===== src/rtl/bsg_manycore_link_to_axil_pkg.sv =====
// Shared constants for the manycore-link <-> AXI-Lite bridge.
//
// Purpose: slot-local register offsets for the mm2s (memory-mapped to
// stream) receive path, ISR/IER bit positions, the FIFO flush key and a
// small helper that packs the two implemented interrupt bits into a
// 32-bit register image.
//
// Ports: none (package).

package bsg_manycore_link_to_axil_pkg;

    // Width of a slot-local register offset on the AXI-Lite side.
    localparam int axil_base_addr_width_gp = 8;

    // mm2s slot-local register offsets.
    localparam logic [axil_base_addr_width_gp-1:0] axil_mm2s_ofs_isr_gp  = 8'h00;
    localparam logic [axil_base_addr_width_gp-1:0] axil_mm2s_ofs_ier_gp  = 8'h04;
    localparam logic [axil_base_addr_width_gp-1:0] axil_mm2s_ofs_rdfr_gp = 8'h18;
    localparam logic [axil_base_addr_width_gp-1:0] axil_mm2s_ofs_rdfo_gp = 8'h1C;
    localparam logic [axil_base_addr_width_gp-1:0] axil_mm2s_ofs_rdr_gp  = 8'h20;
    localparam logic [axil_base_addr_width_gp-1:0] axil_mm2s_ofs_rlr_gp  = 8'h24;

    // Implemented ISR/IER bits: receive complete and receive underrun.
    localparam int axil_mm2s_isr_rc_bit_gp   = 26;
    localparam int axil_mm2s_isr_rpue_bit_gp = 19;

    // Writing exactly this value to RDFR flushes the receive FIFO.
    localparam logic [31:0] axil_fifo_reset_key_gp = 32'h0000_00A5;

    // Place the RC and RPUE flags at their register bit positions.
    function automatic logic [31:0] axil_mm2s_irq_bits(input logic rc, input logic rpue);
        logic [31:0] bits;
        bits = '0;
        bits[axil_mm2s_isr_rc_bit_gp]   = rc;
        bits[axil_mm2s_isr_rpue_bit_gp] = rpue;
        return bits;
    endfunction

endpackage


===== src/rtl/bsg_mem_1r1w.sv =====
// Simple dual-port register-file memory: one synchronous write port and
// one asynchronous (combinational) read port.
//
// Ports:
//   clk_i      clock
//   w_v_i      write enable
//   w_addr_i   write address
//   w_data_i   write data
//   r_addr_i   read address
//   r_data_o   read data (combinational from r_addr_i)
//
// Storage is intentionally not reset; validity is tracked by the owner.

module bsg_mem_1r1w #(
    parameter int width_p = 32,
    parameter int els_p   = 4,
    localparam int addr_width_lp = $clog2(els_p)
) (
    input  logic                     clk_i,
    input  logic                     w_v_i,
    input  logic [addr_width_lp-1:0] w_addr_i,
    input  logic [width_p-1:0]       w_data_i,
    input  logic [addr_width_lp-1:0] r_addr_i,
    output logic [width_p-1:0]       r_data_o
);

    logic [width_p-1:0] mem_r [els_p];

    always_ff @(posedge clk_i) begin
        if (w_v_i) begin
            mem_r[w_addr_i] <= w_data_i;
        end
    end

    assign r_data_o = mem_r[r_addr_i];

endmodule


===== src/rtl/bsg_axil_mm2s_rx_buffer.sv =====
// Per-slot receive buffer for the AXI-Lite mm2s path.
//
// Purpose: circular FIFO of 32-bit words filled from the manycore endpoint
// and drained one word per completed data-register read. Also holds the
// slot's ISR/IER and answers status-register reads (ISR, IER, RDFO, RLR).
//
// Ports:
//   clk_i, reset_i   clock, asynchronous active-high reset
//   data_i, v_i      incoming word and its valid
//   ready_o          buffer can accept (handshake v_i & ready_o)
//   data_o, v_o      head word (0 when empty) and non-empty flag
//   ready_i          pop request from the AXI-Lite read block
//   rd_addr_i        register offset being read
//   reg_data_o       combinational register read data
//   wr_v_i           register write strobe (already slot-decoded)
//   wr_addr_i        register write offset
//   wr_data_i        register write data
//   irq_o            registered |(ISR & IER)

module bsg_axil_mm2s_rx_buffer
    import bsg_manycore_link_to_axil_pkg::*;
#(
    parameter int els_p = 4,
    localparam int ptr_width_lp = $clog2(els_p),
    localparam int cnt_width_lp = $clog2(els_p + 1)
) (
    input  logic                               clk_i,
    input  logic                               reset_i,

    input  logic [31:0]                        data_i,
    input  logic                               v_i,
    output logic                               ready_o,

    output logic [31:0]                        data_o,
    output logic                               v_o,
    input  logic                               ready_i,

    input  logic [axil_base_addr_width_gp-1:0] rd_addr_i,
    output logic [31:0]                        reg_data_o,

    input  logic                               wr_v_i,
    input  logic [axil_base_addr_width_gp-1:0] wr_addr_i,
    input  logic [31:0]                        wr_data_i,

    output logic                               irq_o
);

    localparam logic [cnt_width_lp-1:0] full_cnt_lp = cnt_width_lp'(els_p);

    logic [ptr_width_lp-1:0] rptr_r, wptr_r;
    logic [cnt_width_lp-1:0] cnt_r;

    logic isr_rc_r, isr_rpue_r;
    logic ier_rc_r, ier_rpue_r;
    logic irq_r;

    logic        push, pop, underrun;
    logic        wr_isr, wr_ier, flush;
    logic [31:0] mem_data;

    assign ready_o  = (cnt_r != full_cnt_lp);
    assign v_o      = (cnt_r != '0);
    assign push     = v_i & ready_o;
    assign pop      = ready_i & v_o;
    assign underrun = ready_i & ~v_o;

    assign wr_isr = wr_v_i & (wr_addr_i == axil_mm2s_ofs_isr_gp);
    assign wr_ier = wr_v_i & (wr_addr_i == axil_mm2s_ofs_ier_gp);
    assign flush  = wr_v_i & (wr_addr_i == axil_mm2s_ofs_rdfr_gp)
                           & (wr_data_i == axil_fifo_reset_key_gp);

    // Word storage; a push landing in a flush cycle is dropped, so it is
    // not written either.
    bsg_mem_1r1w #(
        .width_p(32),
        .els_p  (els_p)
    ) mem (
        .clk_i   (clk_i),
        .w_v_i   (push & ~flush),
        .w_addr_i(wptr_r),
        .w_data_i(data_i),
        .r_addr_i(rptr_r),
        .r_data_o(mem_data)
    );

    // Stale memory contents are never exposed when empty.
    assign data_o = v_o ? mem_data : '0;

    // Pointers and occupancy. Flush overrides any concurrent push/pop.
    always_ff @(posedge clk_i or posedge reset_i) begin
        if (reset_i) begin
            rptr_r <= '0;
            wptr_r <= '0;
            cnt_r  <= '0;
        end else if (flush) begin
            rptr_r <= '0;
            wptr_r <= '0;
            cnt_r  <= '0;
        end else begin
            if (push) wptr_r <= wptr_r + ptr_width_lp'(1);
            if (pop)  rptr_r <= rptr_r + ptr_width_lp'(1);
            case ({push, pop})
                2'b10:   cnt_r <= cnt_r + cnt_width_lp'(1);
                2'b01:   cnt_r <= cnt_r - cnt_width_lp'(1);
                default: cnt_r <= cnt_r;
            endcase
        end
    end

    // ISR is write-1-to-clear with set taking priority over clear.
    always_ff @(posedge clk_i or posedge reset_i) begin
        if (reset_i) begin
            isr_rc_r   <= 1'b0;
            isr_rpue_r <= 1'b0;
        end else begin
            isr_rc_r   <= push
                        | (isr_rc_r & ~(wr_isr & wr_data_i[axil_mm2s_isr_rc_bit_gp]));
            isr_rpue_r <= underrun
                        | (isr_rpue_r & ~(wr_isr & wr_data_i[axil_mm2s_isr_rpue_bit_gp]));
        end
    end

    always_ff @(posedge clk_i or posedge reset_i) begin
        if (reset_i) begin
            ier_rc_r   <= 1'b0;
            ier_rpue_r <= 1'b0;
        end else if (wr_ier) begin
            ier_rc_r   <= wr_data_i[axil_mm2s_isr_rc_bit_gp];
            ier_rpue_r <= wr_data_i[axil_mm2s_isr_rpue_bit_gp];
        end
    end

    // Interrupt is registered from the current ISR/IER, so it trails them
    // by one cycle.
    always_ff @(posedge clk_i or posedge reset_i) begin
        if (reset_i) begin
            irq_r <= 1'b0;
        end else begin
            irq_r <= (isr_rc_r & ier_rc_r) | (isr_rpue_r & ier_rpue_r);
        end
    end

    assign irq_o = irq_r;

    always_comb begin
        reg_data_o = '0;
        case (rd_addr_i)
            axil_mm2s_ofs_isr_gp:  reg_data_o = axil_mm2s_irq_bits(isr_rc_r, isr_rpue_r);
            axil_mm2s_ofs_ier_gp:  reg_data_o = axil_mm2s_irq_bits(ier_rc_r, ier_rpue_r);
            axil_mm2s_ofs_rdfo_gp: reg_data_o = 32'(cnt_r);
            axil_mm2s_ofs_rlr_gp:  reg_data_o = v_o ? 32'd4 : 32'd0;
            axil_mm2s_ofs_rdr_gp:  reg_data_o = '0;
            default:               reg_data_o = '0;
        endcase
    end

endmodule


===== config.mk =====
export PLATFORM = sky130hd
export DESIGN_NAME = bsg_axil_mm2s_rx_buffer
export DESIGN_NICKNAME = d
export VERILOG_FILES = /design/src/rtl/bsg_manycore_link_to_axil_pkg.sv /design/src/rtl/bsg_mem_1r1w.sv /design/src/rtl/bsg_axil_mm2s_rx_buffer.sv
export SDC_FILE = /design/constraint.sdc
export NUM_CORES = 1
export LEC_CHECK = 0
export BUFFER_PORTS_ARGS = -buffer_cell sky130_fd_sc_hd__clkbuf_2
export CAP_MARGIN = 20
export CORE_UTILIZATION = 57
export DETAILED_ROUTE_END_ITERATION = 10
export PLACE_DENSITY = 0.85
export SYNTH_ARGS = -nofsm -noshare
export SYNTH_HDL_FRONTEND = slang
export SYNTH_SLANG_ARGS = --single-unit

===== constraint.sdc =====
create_clock -name clk_i -period 4.9 [get_ports clk_i]
set_clock_uncertainty 0.15 [all_clocks]
set_input_delay 0.735 -clock clk_i [delete_from_list [all_inputs] [get_ports clk_i]]
set_output_delay 0.735 -clock clk_i [all_outputs]
set_load 0.005 [all_outputs]

==> impl_metrics.prom, run 1 <==
# TYPE chip_impl_metric gauge
chip_impl_metric{name="p_total",unit="mW"} 4.16
chip_impl_metric{name="peakVddDrop",unit="mV"} 0.359
chip_impl_metric{name="ctsHoldBuffers",unit=""} 0
chip_impl_metric{name="detail_route.vias_per_cell",unit=""} 5.49
chip_impl_info{name="hold_path_class",value="in2async"} 1
chip_impl_metric{name="cts_sinks",unit=""} 140
chip_impl_metric{name="cts.repair_timing.setup_buffer_count",unit=""} 0
chip_impl_metric{name="cts_resizes",unit=""} 0
chip_impl_info{name="final_cell_mix",value="sky130_fd_sc_hd__edfxtp_1 (128), sky130_fd_sc_hd__clkbuf_2 (124), sky130_fd_sc_hd__mux4_2 (32), sky130_fd_sc_hd__and2_1 (32), sky130_fd_sc_hd__conb_1 (27)"} 1
chip_impl_info{name="timing.critical_path.from_type",value="register"} 1
chip_impl_metric{name="wl_per_cell",unit="um"} 18.0
chip_impl_metric{name="slowest_delay",unit="ps"} 940
chip_impl_metric{name="antenna_cells_inserted",unit=""} 0
chip_impl_metric{name="worst_ep_required_time",unit="ps"} 4010
chip_impl_metric{name="portBuffers",unit=""} 124
chip_impl_metric{name="p_int",unit="mW"} 2.93
chip_impl_metric{name="timing.fmax",unit="MHz"} 287
chip_impl_metric{name="core_area",unit="um2"} 10300
chip_impl_metric{name="final_period_minus_worst_setup_slack",unit="ps"} 3480
chip_impl_metric{name="setup_viol_count_final",unit=""} 0
chip_impl_metric{name="layout-drive-gt1-share",unit=""} 0.414
chip_impl_metric{name="hpwl",unit="um"} 6690
chip_impl_metric{name="synth-edff-count",unit=""} 128
chip_impl_metric{name="postRouteWirelength",unit="um"} 11200
chip_impl_info{name="synth-main-ff-cell",value="sky130_fd_sc_hd__edfxtp_1"} 1
chip_impl_metric{name="placement_rows",unit=""} 37
chip_impl_info{name="ordered_list_of_cells_on_the_worst_path",value="buf_4 -> mux4_2 -> and2_1 -> clkbuf_2"} 1
chip_impl_metric{name="synth.yosys.seq_area_share",unit=""} 0.691
chip_impl_metric{name="slew_viol_final",unit=""} 0
chip_impl_info{name="critical_path.slowest_cell",value="sky130_fd_sc_hd__dfrtp_2"} 1
chip_impl_metric{name="net_switching_power",unit="mW"} 1.22
chip_impl_info{name="cts_tree",value="done"} 1
chip_impl_metric{name="remaining_drc_errors",unit=""} 0
chip_impl_metric{name="power-per-cell-area",unit="nW/um2"} 579
chip_impl_metric{name="power.leakage",unit="nW"} 2.73
chip_impl_metric{name="total_cts_buffers",unit=""} 17
chip_impl_info{name="end_kind",value="output pin"} 1
chip_impl_metric{name="initialDrtViolationCount",unit=""} 247
chip_impl_metric{name="dieHeight",unit="um"} 105
chip_impl_metric{name="layout-area-overhead-vs-synth",unit="%"} 19.9
chip_impl_info{name="mostFrequentLayoutCell",value="sky130_fd_sc_hd__edfxtp_1"} 1
chip_impl_metric{name="route.antenna.remaining_nets",unit=""} 0
chip_impl_metric{name="ctsLongestPathBuffers",unit=""} 2
chip_impl_metric{name="comb_power_share",unit=""} 0.281
chip_impl_metric{name="relSlewSlack",unit=""} 0.298
chip_impl_info{name="worst-setup-path-type",value="reg2out"} 1
chip_impl_metric{name="synth.lib_cells_used.distinct",unit=""} 41
chip_impl_metric{name="vias",unit=""} 3410
chip_impl_metric{name="die_area",unit="um2"} 10900
chip_impl_metric{name="start_util",unit=""} 0.583
chip_impl_metric{name="timing_hold_violations_final",unit=""} 0
chip_impl_metric{name="netlist_area",unit="um2"} 5990
chip_impl_metric{name="slew_of_the_pin_with_the_lowest_slew_margin",unit="ps"} 1050
chip_impl_metric{name="drtPass1Iterations",unit=""} 4
chip_impl_metric{name="postSynthAreaPerCell",unit="um2"} 17.4
chip_impl_info{name="grt_setup_unrepaired",value="no"} 1
chip_impl_metric{name="die_w",unit="um"} 105
chip_impl_info{name="ctsRootBufferMaster",value="sky130_fd_sc_hd__clkbuf_8"} 1
chip_impl_metric{name="finish.utilization",unit=""} 0.699
chip_impl_metric{name="crit_path_max_fanout",unit=""} 28
chip_impl_metric{name="grt_antenna_before_repair",unit=""} 0
chip_impl_metric{name="vias_in_the_first_global_route",unit=""} 3481
chip_impl_metric{name="finalCritPeriodShare",unit=""} 0.710
chip_impl_metric{name="yosys_warning_total",unit=""} 0
chip_impl_metric{name="ys_ff_latch",unit=""} 140
chip_impl_metric{name="grt_max_degree",unit=""} 34
chip_impl_metric{name="netSwitchingFraction",unit=""} 0.295
chip_impl_metric{name="first_pass_grt_wire_length",unit="um"} 17900
chip_impl_metric{name="power.sequential.fraction",unit=""} 0.428
chip_impl_metric{name="globalRouteOverflowTotal",unit=""} 0
chip_impl_info{name="status",value="finished, final reports clean"} 1
chip_impl_metric{name="synth-async-reset-ratio",unit=""} 0.0857
chip_impl_metric{name="cts_htree_levels",unit=""} 4
chip_impl_metric{name="gp_congestion",unit=""} 0.745
chip_impl_metric{name="clk_transition_reported_paths",unit="ps"} 60
chip_impl_metric{name="nets",unit=""} 564
chip_impl_metric{name="max_cap_violations",unit=""} 0
chip_impl_metric{name="clock_power_share",unit=""} 0.291
chip_impl_metric{name="crit_arrival",unit="ps"} 2590
chip_impl_metric{name="totalNegativeSetupSlack",unit="ps"} 0
chip_impl_metric{name="clkLatencyLatePin",unit="ps"} 510
chip_impl_metric{name="syn_inst",unit=""} 345
chip_impl_metric{name="grtUsageTotal",unit=""} 0.220
chip_impl_metric{name="i_o_pins",unit=""} 152
## area by class of cell
cell class | count | area, um2
Sequential cell | 140 | 4150
Fill cell | 667 | 3090
Multi-Input combinational cell | 182 | 1650
Timing Repair Buffer | 127 | 643
Clock buffer | 18 | 418
Tap cell | 136 | 170
Clock inverter | 12 | 139
Inverter | 6 | 22.5
## path summary, 6_finish.rpt
| path | start | end | slack, ps | cells after the start |
|---|---|---|---|---|
| min | reset_i | isr_rc_r$_DFF_PP0_ | 60 | 2 |
| min in group clk_i | data_i[24] | mem.mem_r[2][24]$_DFFE_PP_ | 290 | 1 |
| max reg2reg | cnt_r[2]$_DFFE_PP0P_ | cnt_r[1]$_DFFE_PP0P_ | 1910 | 8 |
| max | rptr_r[0]$_DFFE_PP0P_ | data_o[8] | 1420 | 4 |
| max in group asynchronous | reset_i | rptr_r[0]$_DFFE_PP0P_ | 4170 | 2 |
| min reg2reg | isr_rpue_r$_DFF_PP0_ | isr_rpue_r$_DFF_PP0_ | 370 | 1 |
## synth_stat cells (4+ instances only)
master	instances	area, um2
sky130_fd_sc_hd__edfxtp_1	128	3840
sky130_fd_sc_hd__mux2i_1	4	40.0
sky130_fd_sc_hd__nor4_1	5	31.3
sky130_fd_sc_hd__and2_1	32	200
sky130_fd_sc_hd__nand2_1	10	37.5
sky130_fd_sc_hd__buf_2	7	35.0
sky130_fd_sc_hd__ha_1	4	50.1
sky130_fd_sc_hd__buf_4	29	218
sky130_fd_sc_hd__mux4_2	32	721
sky130_fd_sc_hd__nand3_1	6	30.0
sky130_fd_sc_hd__dfrtp_1	12	300
sky130_fd_sc_hd__buf_6	4	45.0
sky130_fd_sc_hd__inv_1	6	22.5
sky130_fd_sc_hd__nor2_1	25	93.8
## critical path, delay by kind of cell (launching register included)
family	cells	cell delay (ps)
mux	1	530
buf+inv	2	440
flops	1	940
simple gates	1	170
## power by group through the flow
stage               Sequential, mW  Clock, mW  Combinational [mW]
finish                        1.78       1.21                1.17
floorplan                     1.65          0               0.911
global route                  1.82       1.27                1.28
global placement              1.79          0                1.15
CTS                           1.79       1.22                1.19
detailed placement            1.80          0                1.18
## metrics by stage
stage	setup slack (ps)	hold slack, ps	area (um2)	instances
2_1_floorplan	1660	322	6090	371
3_3_place_gp	1870	350	6630	591
3_5_place_dp	1870	356	6630	591
4_1_cts	1310	66.8	7190	621
5_1_grt	1180	92.4	7190	621
6_report	1420	64.7	7190	621
## layer usage
metal	routed length, um	track usage	vias to the layer above	share of wire
met5	0	0	-	0
met4	129	0.0755	0	0.012
met3	636	0.0518	13	0.057
met2	5970	0.377	146	0.53
met1	4440	0.278	1719	0.40
li1	-	-	1532	-
## logic make-up after synthesis
family / count (synthesis) / share of synthesized area
buffers and inverters: 49 / 0.0553
and+or+nand+nor: 96 / 0.0887
adders and majority gates: 5 / 0.0117
DFF: 140 / 0.691
muxes: 39 / 0.133
xor gates and xnor gates: 4 / 0.00585
other: 1 / 0.000626
AOI/OAI and AO/OA: 11 / 0.0140
## sequential cells by signal, summed over array words and instances, names as in the netlist
name / flops
mem.mem_r: 128
cnt_r: 3
rptr_r: 2
wptr_r: 2
ier_rc_r: 1
ier_rpue_r: 1
irq_o: 1
isr_rc_r: 1
isr_rpue_r: 1
(Power assumes the default switching activity.)
==> run 2: changes to the inputs <==
- ABC_AREA: not set -> 1
- CORE_UTILIZATION: 57 -> 48
- PLACE_DENSITY: 0.85 -> 0.76
- clock period: 4.9 -> 3.1 ns (I/O delays scaled with it)
==> run 2 against run 1 <==
First-iteration DRC count increased by 25%. Combinational power increased by 110%. Critical path depth increased by 2. Via count increased by 34%. Area after synthesis increased by 4.7%. Total power increased by 72%. Hold slack improved by 55 ps. Register-to-register slack got worse by 920 ps. Count of clock-buffer cells in the layout decreased by 1. Synthesized cell count increased by 72%.
==> impl_metrics.prom, run 2 <==
# TYPE chip_impl_metric gauge
chip_impl_metric{name="timing.fmax",unit="MHz"} 367
chip_impl_metric{name="remaining_drc_errors",unit=""} 0
chip_impl_metric{name="i_o_pins",unit=""} 152
chip_impl_metric{name="finalNonFillerCells",unit=""} 904
chip_impl_metric{name="slew_of_the_pin_with_the_lowest_slew_margin",unit="ps"} 731
chip_impl_metric{name="placed_cell_area",unit="um2"} 7010
chip_impl_metric{name="clk_transition_reported_paths",unit="ps"} 60
chip_impl_metric{name="place_inst",unit=""} 872
chip_impl_info{name="cts_tree",value="done"} 1
chip_impl_metric{name="finalCritPeriodShare",unit=""} 0.878
chip_impl_info{name="ctsRootBufferMaster",value="sky130_fd_sc_hd__clkbuf_16"} 1
chip_impl_metric{name="crit_path_max_fanout",unit=""} 65
chip_impl_metric{name="total_cts_buffers",unit=""} 17
chip_impl_metric{name="peakVddDrop",unit="mV"} 0.563
chip_impl_metric{name="post-synth-top-area-fraction",unit=""} 0.612
chip_impl_info{name="synth_top_cells_by_area",value="sky130_fd_sc_hd__edfxtp_1 (61%), sky130_fd_sc_hd__nor2_1 (9.7%), sky130_fd_sc_hd__dfrtp_1 (4.8%)"} 1
chip_impl_info{name="ordered_list_of_cells_on_the_worst_path",value="buf_4 -> nor2_1 -> nor2_1 -> o21ai_0 -> a21oi_1 -> clkbuf_2"} 1
chip_impl_metric{name="power.sequential.fraction",unit=""} 0.362
chip_impl_metric{name="antenna_cells_inserted",unit=""} 0
chip_impl_metric{name="postRouteWirelength",unit="um"} 13300
chip_impl_metric{name="route.antenna.remaining_nets",unit=""} 0
chip_impl_metric{name="synth.lib_cells_used.distinct",unit=""} 30
chip_impl_metric{name="netSwitchingFraction",unit=""} 0.344
chip_impl_metric{name="regToRegSetupSlack",unit="ps"} 990
chip_impl_metric{name="die_w",unit="um"} 116
chip_impl_metric{name="layout-drive-gt1-share",unit=""} 0.250
chip_impl_info{name="family_with_the_most_delay_on_the_worst_path",value="buffers and inverters"} 1
chip_impl_metric{name="clkLatencyLatePin",unit="ps"} 400
chip_impl_metric{name="first_pass_grt_wire_length",unit="um"} 21300
chip_impl_metric{name="power-per-cell-area",unit="nW/um2"} 937
chip_impl_metric{name="power.leakage",unit="nW"} 3.13
chip_impl_metric{name="p_int",unit="mW"} 4.70
chip_impl_metric{name="final_period_minus_worst_setup_slack",unit="ps"} 2720
chip_impl_metric{name="portBuffers",unit=""} 124
chip_impl_info{name="synth-main-ff-cell",value="sky130_fd_sc_hd__edfxtp_1"} 1
chip_impl_metric{name="relSlewSlack",unit=""} 0.513
chip_impl_metric{name="ys_ff_latch",unit=""} 140
chip_impl_metric{name="start_util",unit=""} 0.495
chip_impl_metric{name="multi_input_comb_area",unit="um2"} 1730
chip_impl_metric{name="dieHeight",unit="um"} 116
chip_impl_metric{name="ctsLongestPathBuffers",unit=""} 2
chip_impl_metric{name="core_area",unit="um2"} 12700
chip_impl_metric{name="timing.critical_path.buf_inv",unit=""} 2
chip_impl_info{name="largest_register",value="mem.mem_r"} 1
chip_impl_metric{name="drtPass1Iterations",unit=""} 5
chip_impl_info{name="critical_path.slowest_cell",value="sky130_fd_sc_hd__buf_4"} 1
chip_impl_metric{name="grt_antenna_before_repair",unit=""} 0
chip_impl_metric{name="worst_ep_required_time",unit="ps"} 2480
chip_impl_metric{name="totalNegativeSetupSlack",unit="ps"} 0
chip_impl_metric{name="synth-async-reset-ratio",unit=""} 0.0857
chip_impl_info{name="status",value="finished, final reports clean"} 1
chip_impl_metric{name="wl_per_cell",unit="um"} 14.8
chip_impl_metric{name="cts_htree_levels",unit=""} 4
chip_impl_metric{name="initialDrtViolationCount",unit=""} 309
chip_impl_metric{name="grt_max_degree",unit=""} 66
chip_impl_info{name="worst-setup-path-type",value="reg2out"} 1
chip_impl_metric{name="post-route-cell-area",unit="um2"} 7640
chip_impl_metric{name="syn_inst",unit=""} 592
chip_impl_metric{name="netlist_area",unit="um2"} 6280
chip_impl_metric{name="max_cap_violations",unit=""} 0
chip_impl_metric{name="vias_in_the_first_global_route",unit=""} 4505
chip_impl_metric{name="cts_sinks",unit=""} 140
chip_impl_metric{name="comb_power_share",unit=""} 0.346
chip_impl_metric{name="ff_latch_area",unit="um2"} 4150
chip_impl_metric{name="setup_viol_count_final",unit=""} 0
chip_impl_info{name="grt_setup_unrepaired",value="no"} 1
chip_impl_info{name="timing.critical_path.from_type",value="register"} 1
chip_impl_metric{name="slowest_delay",unit="ps"} 570
chip_impl_metric{name="slew_viol_final",unit=""} 0
chip_impl_metric{name="synth-edff-count",unit=""} 128
chip_impl_metric{name="globalRouteOverflowTotal",unit=""} 0
chip_impl_metric{name="postSynthAreaPerCell",unit="um2"} 10.6
chip_impl_metric{name="clock_power_share",unit=""} 0.293
chip_impl_info{name="end_kind",value="output pin"} 1
chip_impl_info{name="layout_top_registers",value="mem.mem_r (128), cnt_r (3)"} 1
chip_impl_metric{name="largest_register_ffs",unit=""} 128
chip_impl_metric{name="die_area",unit="um2"} 13500
chip_impl_metric{name="detail_route.vias_per_cell",unit=""} 5.06
chip_impl_info{name="hold_path_class",value="in2reg"} 1
chip_impl_metric{name="net_switching_power",unit="mW"} 2.46
chip_impl_info{name="mostFrequentLayoutCell",value="sky130_fd_sc_hd__nor2_1"} 1
chip_impl_info{name="final_cell_mix",value="sky130_fd_sc_hd__nor2_1 (159), sky130_fd_sc_hd__edfxtp_1 (128), sky130_fd_sc_hd__clkbuf_2 (124), sky130_fd_sc_hd__o21ai_0 (54), sky130_fd_sc_hd__inv_1 (47)"} 1
chip_impl_metric{name="timing_hold_violations_final",unit=""} 0
chip_impl_metric{name="fillCellCount",unit=""} 1000
chip_impl_metric{name="vias",unit=""} 4577
chip_impl_metric{name="crit_arrival",unit="ps"} 2110
chip_impl_info{name="yosysTopAreaCell",value="sky130_fd_sc_hd__edfxtp_1"} 1
chip_impl_metric{name="grtUsageTotal",unit=""} 0.212
chip_impl_metric{name="hpwl",unit="um"} 8120
chip_impl_metric{name="gp_congestion",unit=""} 0.824
chip_impl_info{name="yosys.cell_count.top_type",value="sky130_fd_sc_hd__nor2_1"} 1
chip_impl_metric{name="synth.yosys.seq_area_share",unit=""} 0.660
chip_impl_info{name="cp_common_cell",value="sky130_fd_sc_hd__nor2_1"} 1
chip_impl_metric{name="layout-area-overhead-vs-synth",unit="%"} 21.8
chip_impl_info{name="yosys-top-cells-count",value="sky130_fd_sc_hd__nor2_1 (163), sky130_fd_sc_hd__edfxtp_1 (128), sky130_fd_sc_hd__o21ai_0 (54)"} 1
chip_impl_metric{name="placement_rows",unit=""} 41
chip_impl_metric{name="yosys_warning_total",unit=""} 0
chip_impl_metric{name="nets",unit=""} 810
## run 2: changes by cell type in the layout (fill, tap and decap cells not counted), moves of 10 or more
cell | previous run | this run
sky130_fd_sc_hd__a21oi_1 | 1 | 33
sky130_fd_sc_hd__and2_1 | 32 | 1
sky130_fd_sc_hd__nor2_1 | 21 | 159
sky130_fd_sc_hd__inv_1 | 6 | 47
sky130_fd_sc_hd__o21ai_0 | 2 | 54
sky130_fd_sc_hd__nand2_1 | 10 | 36
sky130_fd_sc_hd__mux4_2 | 32 | 0
sky130_fd_sc_hd__nand3_1 | 6 | 16
sky130_fd_sc_hd__o21ai_1 | 0 | 16
## run 2: area by class of cell
class	count	share of cell area
Multi-Input combinational cell	376	0.226
Tap cell	172	0.0282
Clock inverter	14	0.0257
Inverter	51	0.0250
Timing Repair Buffer	134	0.0972
Sequential cell	140	0.542
Clock buffer	17	0.0557
## run 2: worst reg2reg max path, delay by kind of cell (launching register included)
family / cells / cell delay (ps)
DFF: 1 / 450
buffers and inverters: 2 / 350
and+or+nand+nor: 4 / 850
## run 2: worst paths after layout
path	endpoint	cells after the start	startpoint
worst max-delay path	data_o[13]	6	rptr_r[0]$_DFFE_PP0P_
worst max register to register	mem.mem_r[3][0]$_DFFE_PP_	6	cnt_r[2]$_DFFE_PP0P_
min in group asynchronous	irq_o$_DFF_PP0_	3	reset_i
worst min-delay path	mem.mem_r[1][16]$_DFFE_PP_	1	data_i[16]
worst min register to register	ier_rpue_r$_DFFE_PP0P_	2	ier_rpue_r$_DFFE_PP0P_
max in group asynchronous	rptr_r[0]$_DFFE_PP0P_	3	reset_i
## run 2: cell families after synthesis
family | count (synthesis) | synth area share
xor gates and xnor gates | 2 | 0.00279
adders and majority gates | 5 | 0.0112
DFF | 140 | 0.660
AOI/OAI and AO/OA | 107 | 0.0865
buffers and inverters | 102 | 0.0849
and+or+nand+nor | 235 | 0.154
other | 1 | 0.000598
## run 2: per-stage QoR
step / util / hold WS (ps) / worst slack (ps) / power (mW)
2_1_floorplan: - / 180 / 254 / 4.18
3_3_place_gp: 0.551 / 330 / 690 / 4.98
3_5_place_dp: 0.553 / 323 / 734 / 5.09
4_1_cts: 0.603 / 107 / 386 / 7.21
5_1_grt: 0.603 / 109 / 236 / 7.60
6_report: 0.603 / 119 / 378 / 7.16
## run 2: what timing repair did
action,4_1_cts,5_1_grt
gates resized for setup,0,0
setup buffers,0,0
hold buffers,1,0
endpoints found under the hold margin,12,0
## run 2: routing by layer
| layer | share of wire | vias up | track usage |
|---|---|---|---|
| met5 | 0 | - | 0 |
| met4 | 0.017 | 0 | 0.0752 |
| met3 | 0.060 | 21 | 0.0586 |
| met2 | 0.53 | 191 | 0.381 |
| met1 | 0.39 | 2167 | 0.240 |
| li1 | - | 2198 | - |
## run 2: power by group through the flow
stage,sequential [mW],clock [mW],combinational [mW]
global route,2.62,2.19,2.78
CTS,2.59,2.12,2.50
floorplan,2.61,0,1.57
global placement,2.61,0,2.37
finish,2.59,2.10,2.48
detailed placement,2.63,0,2.46
==> run 3: changes to the inputs <==
- CORE_UTILIZATION: 48 -> 50
- CTS_BUF_LIST: not set -> sky130_fd_sc_hd__clkbuf_4 sky130_fd_sc_hd__clkbuf_8
- PLACE_DENSITY: 0.76 -> 0.78
==> run 3 against run 2 <==
Global-route usage grew 0.51 points. Sequential power up 2%. Critical path type unchanged. Hold slack worse by 14 ps. Routed wire length up 0.13%. Via count decreased by 0.63%. Total power is 9.9% lower. Non-clock buffer count rose by 3.
==> impl_metrics.prom, run 3 (same netlist as run 2, synthesis figures left out) <==
# TYPE chip_impl_metric gauge
chip_impl_metric{name="die_area",unit="um2"} 13000
chip_impl_info{name="regToRegStartpoint",value="cnt_r[2]$_DFFE_PP0P_"} 1
chip_impl_metric{name="totalNegativeSetupSlack",unit="ps"} 0
chip_impl_metric{name="portBuffers",unit=""} 124
chip_impl_info{name="critical_path.reg2reg.endpoint",value="mem.mem_r[1][22]$_DFFE_PP_"} 1
chip_impl_metric{name="nets",unit=""} 813
chip_impl_metric{name="antenna_cells_inserted",unit=""} 0
chip_impl_metric{name="final_period_minus_worst_setup_slack",unit="ps"} 2840
chip_impl_metric{name="ctsLongestPathBuffers",unit=""} 2
chip_impl_metric{name="comb_power_share",unit=""} 0.365
chip_impl_metric{name="start_util",unit=""} 0.518
chip_impl_metric{name="placement_rows",unit=""} 40
chip_impl_info{name="timing.critical_path.from_type",value="register"} 1
chip_impl_info{name="endpoint",value="data_o[20]"} 1
chip_impl_metric{name="grt_antenna_before_repair",unit=""} 0
chip_impl_metric{name="hold_path_depth",unit=""} 1
chip_impl_metric{name="holdWs",unit="ps"} 105
chip_impl_metric{name="dieHeight",unit="um"} 114
chip_impl_metric{name="power-per-cell-area",unit="nW/um2"} 873
chip_impl_metric{name="timing.fmax",unit="MHz"} 352
chip_impl_metric{name="place_inst",unit=""} 871
chip_impl_metric{name="power.sequential.fraction",unit=""} 0.408
chip_impl_metric{name="clkLatencyLatePin",unit="ps"} 420
chip_impl_metric{name="cts_resizes",unit=""} 0
chip_impl_metric{name="vias",unit=""} 4548
chip_impl_metric{name="finalCritPeriodShare",unit=""} 0.916
chip_impl_metric{name="worst-r2r-cell-count",unit=""} 6
chip_impl_metric{name="clk_transition_reported_paths",unit="ps"} 80
chip_impl_info{name="worst-setup-path-type",value="reg2out"} 1
chip_impl_metric{name="grtUsageTotal",unit=""} 0.217
chip_impl_metric{name="p_total",unit="mW"} 6.45
chip_impl_info{name="hold_path_startpoint",value="data_i[6]"} 1
chip_impl_info{name="grt_setup_unrepaired",value="no"} 1
chip_impl_metric{name="net_switching_power",unit="mW"} 2.41
chip_impl_metric{name="first_pass_grt_wire_length",unit="um"} 21500
chip_impl_metric{name="die_w",unit="um"} 114
chip_impl_metric{name="i_o_pins",unit=""} 152
chip_impl_metric{name="detail_route.vias_per_cell",unit=""} 5.04
chip_impl_metric{name="ff_latch_area",unit="um2"} 4150
chip_impl_metric{name="relSlewSlack",unit=""} 0.530
chip_impl_metric{name="hpwl",unit="um"} 9180
chip_impl_metric{name="slew_viol_final",unit=""} 0
chip_impl_metric{name="clock_power_share",unit=""} 0.227
chip_impl_metric{name="slew_of_the_pin_with_the_lowest_slew_margin",unit="ps"} 704
chip_impl_metric{name="cts.repair_timing.setup_buffer_count",unit=""} 0
chip_impl_metric{name="postRouteWirelength",unit="um"} 13400
chip_impl_metric{name="gp_congestion",unit=""} 0.837
chip_impl_metric{name="total_cts_buffers",unit=""} 17
chip_impl_metric{name="wl_per_cell",unit="um"} 14.8
chip_impl_info{name="mostFrequentLayoutCell",value="sky130_fd_sc_hd__nor2_1"} 1
chip_impl_info{name="ctsRootBufferMaster",value="sky130_fd_sc_hd__clkbuf_8"} 1
chip_impl_info{name="hold_path_class",value="in2reg"} 1
chip_impl_metric{name="vias_in_the_first_global_route",unit=""} 4541
chip_impl_metric{name="crit_path_max_fanout",unit=""} 40
chip_impl_metric{name="dp_slack",unit="ps"} 638
chip_impl_metric{name="fillCellCount",unit=""} 971
chip_impl_metric{name="route.antenna.remaining_nets",unit=""} 0
chip_impl_metric{name="peakVddDrop",unit="mV"} 0.429
chip_impl_metric{name="worst_ep_required_time",unit="ps"} 2480
chip_impl_info{name="end_kind",value="output pin"} 1
chip_impl_metric{name="layout-area-overhead-vs-synth",unit="%"} 17.8
chip_impl_info{name="cp-startpoint",value="rptr_r[0]$_DFFE_PP0P_"} 1
chip_impl_metric{name="timing_hold_violations_final",unit=""} 0
chip_impl_metric{name="cts_htree_levels",unit=""} 4
chip_impl_info{name="cts_tree",value="done"} 1
chip_impl_metric{name="power.leakage",unit="nW"} 3.02
chip_impl_metric{name="globalRouteOverflowTotal",unit=""} 0
chip_impl_metric{name="core_area",unit="um2"} 12100
chip_impl_info{name="final_cell_mix",value="sky130_fd_sc_hd__nor2_1 (159), sky130_fd_sc_hd__edfxtp_1 (128), sky130_fd_sc_hd__clkbuf_2 (124), sky130_fd_sc_hd__o21ai_0 (54), sky130_fd_sc_hd__inv_1 (47)"} 1
chip_impl_metric{name="ctsHoldBuffers",unit=""} 1
chip_impl_metric{name="multi_input_comb_area",unit="um2"} 1730
chip_impl_metric{name="remaining_drc_errors",unit=""} 0
chip_impl_metric{name="netSwitchingFraction",unit=""} 0.373
chip_impl_metric{name="cts_sinks",unit=""} 140
chip_impl_metric{name="max_cap_violations",unit=""} 0
chip_impl_metric{name="setup_viol_count_final",unit=""} 0
chip_impl_info{name="largest_register",value="mem.mem_r"} 1
chip_impl_info{name="status",value="finished, final reports clean"} 1
chip_impl_metric{name="initialDrtViolationCount",unit=""} 238
chip_impl_metric{name="crit_arrival",unit="ps"} 2220
chip_impl_metric{name="grt_max_degree",unit=""} 41
chip_impl_metric{name="regToRegSetupSlack",unit="ps"} 860
chip_impl_metric{name="layout-drive-gt1-share",unit=""} 0.254
chip_impl_info{name="layout_top_registers",value="mem.mem_r (128), cnt_r (3)"} 1
chip_impl_metric{name="finalNonFillerCells",unit=""} 903
chip_impl_metric{name="largest_register_ffs",unit=""} 128
chip_impl_metric{name="drtPass1Iterations",unit=""} 5
chip_impl_metric{name="p_int",unit="mW"} 4.04
chip_impl_metric{name="post-route-worst-setup-slack",unit="ps"} 260
[run 3: cell types whose count changed in the layout (fill, tap and decap cells not counted), moves of 3 or more]
cell                         delta
sky130_fd_sc_hd__buf_4          +6
sky130_fd_sc_hd__clkinv_4       -3
sky130_fd_sc_hd__clkbuf_8      +17
sky130_fd_sc_hd__clkinvlp_4     +3
sky130_fd_sc_hd__inv_6          +5
sky130_fd_sc_hd__clkbuf_16     -17
[run 3: worst min path at each step]
stage	endpoint	slack, ps
2_1_floorplan	cnt_r[0]$_DFFE_PP0P_	180
3_3_place_gp	irq_o$_DFF_PP0_	330
3_5_place_dp	irq_o$_DFF_PP0_	340
4_1_cts	mem.mem_r[1][4]$_DFFE_PP_	90
5_1_grt	mem.mem_r[3][4]$_DFFE_PP_	80
6_report	mem.mem_r[3][6]$_DFFE_PP_	110
[run 3: critical path, cell delays in order, from the launching register on]
cell and delay (ps):
sky130_fd_sc_hd__dfrtp_2 660, sky130_fd_sc_hd__buf_4 460, sky130_fd_sc_hd__nor2_1 120, sky130_fd_sc_hd__nor2_1 110, sky130_fd_sc_hd__o21ai_0 120, sky130_fd_sc_hd__a21oi_1 180, sky130_fd_sc_hd__clkbuf_2 130
[run 3: final cells by class]
cell class,instances,area share
sequential,140,0.561
multi-input combinational,376,0.234
timing repair buffer,137,0.0975
clock buffer,17,0.0317
tap,168,0.0284
inverter,51,0.0259
clock inverter,14,0.0220
[run 3: per-layer routing]
metal | global-route usage | share of wire
met5 | 0 | 0
met4 | 0.0736 | 0.013
met3 | 0.0462 | 0.062
met2 | 0.378 | 0.52
met1 | 0.268 | 0.40
[run 3: metrics by stage]
stage / instance area (um2) / utilization
6_report: 7390 / 0.610
5_1_grt: 7390 / 0.610
4_1_cts: 7390 / 0.610
3_5_place_dp: 6980 / 0.577
3_3_place_gp: 6980 / 0.577
2_1_floorplan: 6370 / -
[run 3: power groups by stage]
| stage | Sequential, mW | Combinational, mW | Clock [mW] |
|---|---|---|---|
| after floorplan | 2.61 | 1.57 | 0 |
| after global placement | 2.66 | 2.27 | 0 |
| after detailed placement | 2.67 | 2.36 | 0 |
| after CTS | 2.63 | 2.37 | 1.48 |
| after global routing | 2.67 | 2.63 | 1.55 |
| final | 2.63 | 2.36 | 1.46 |
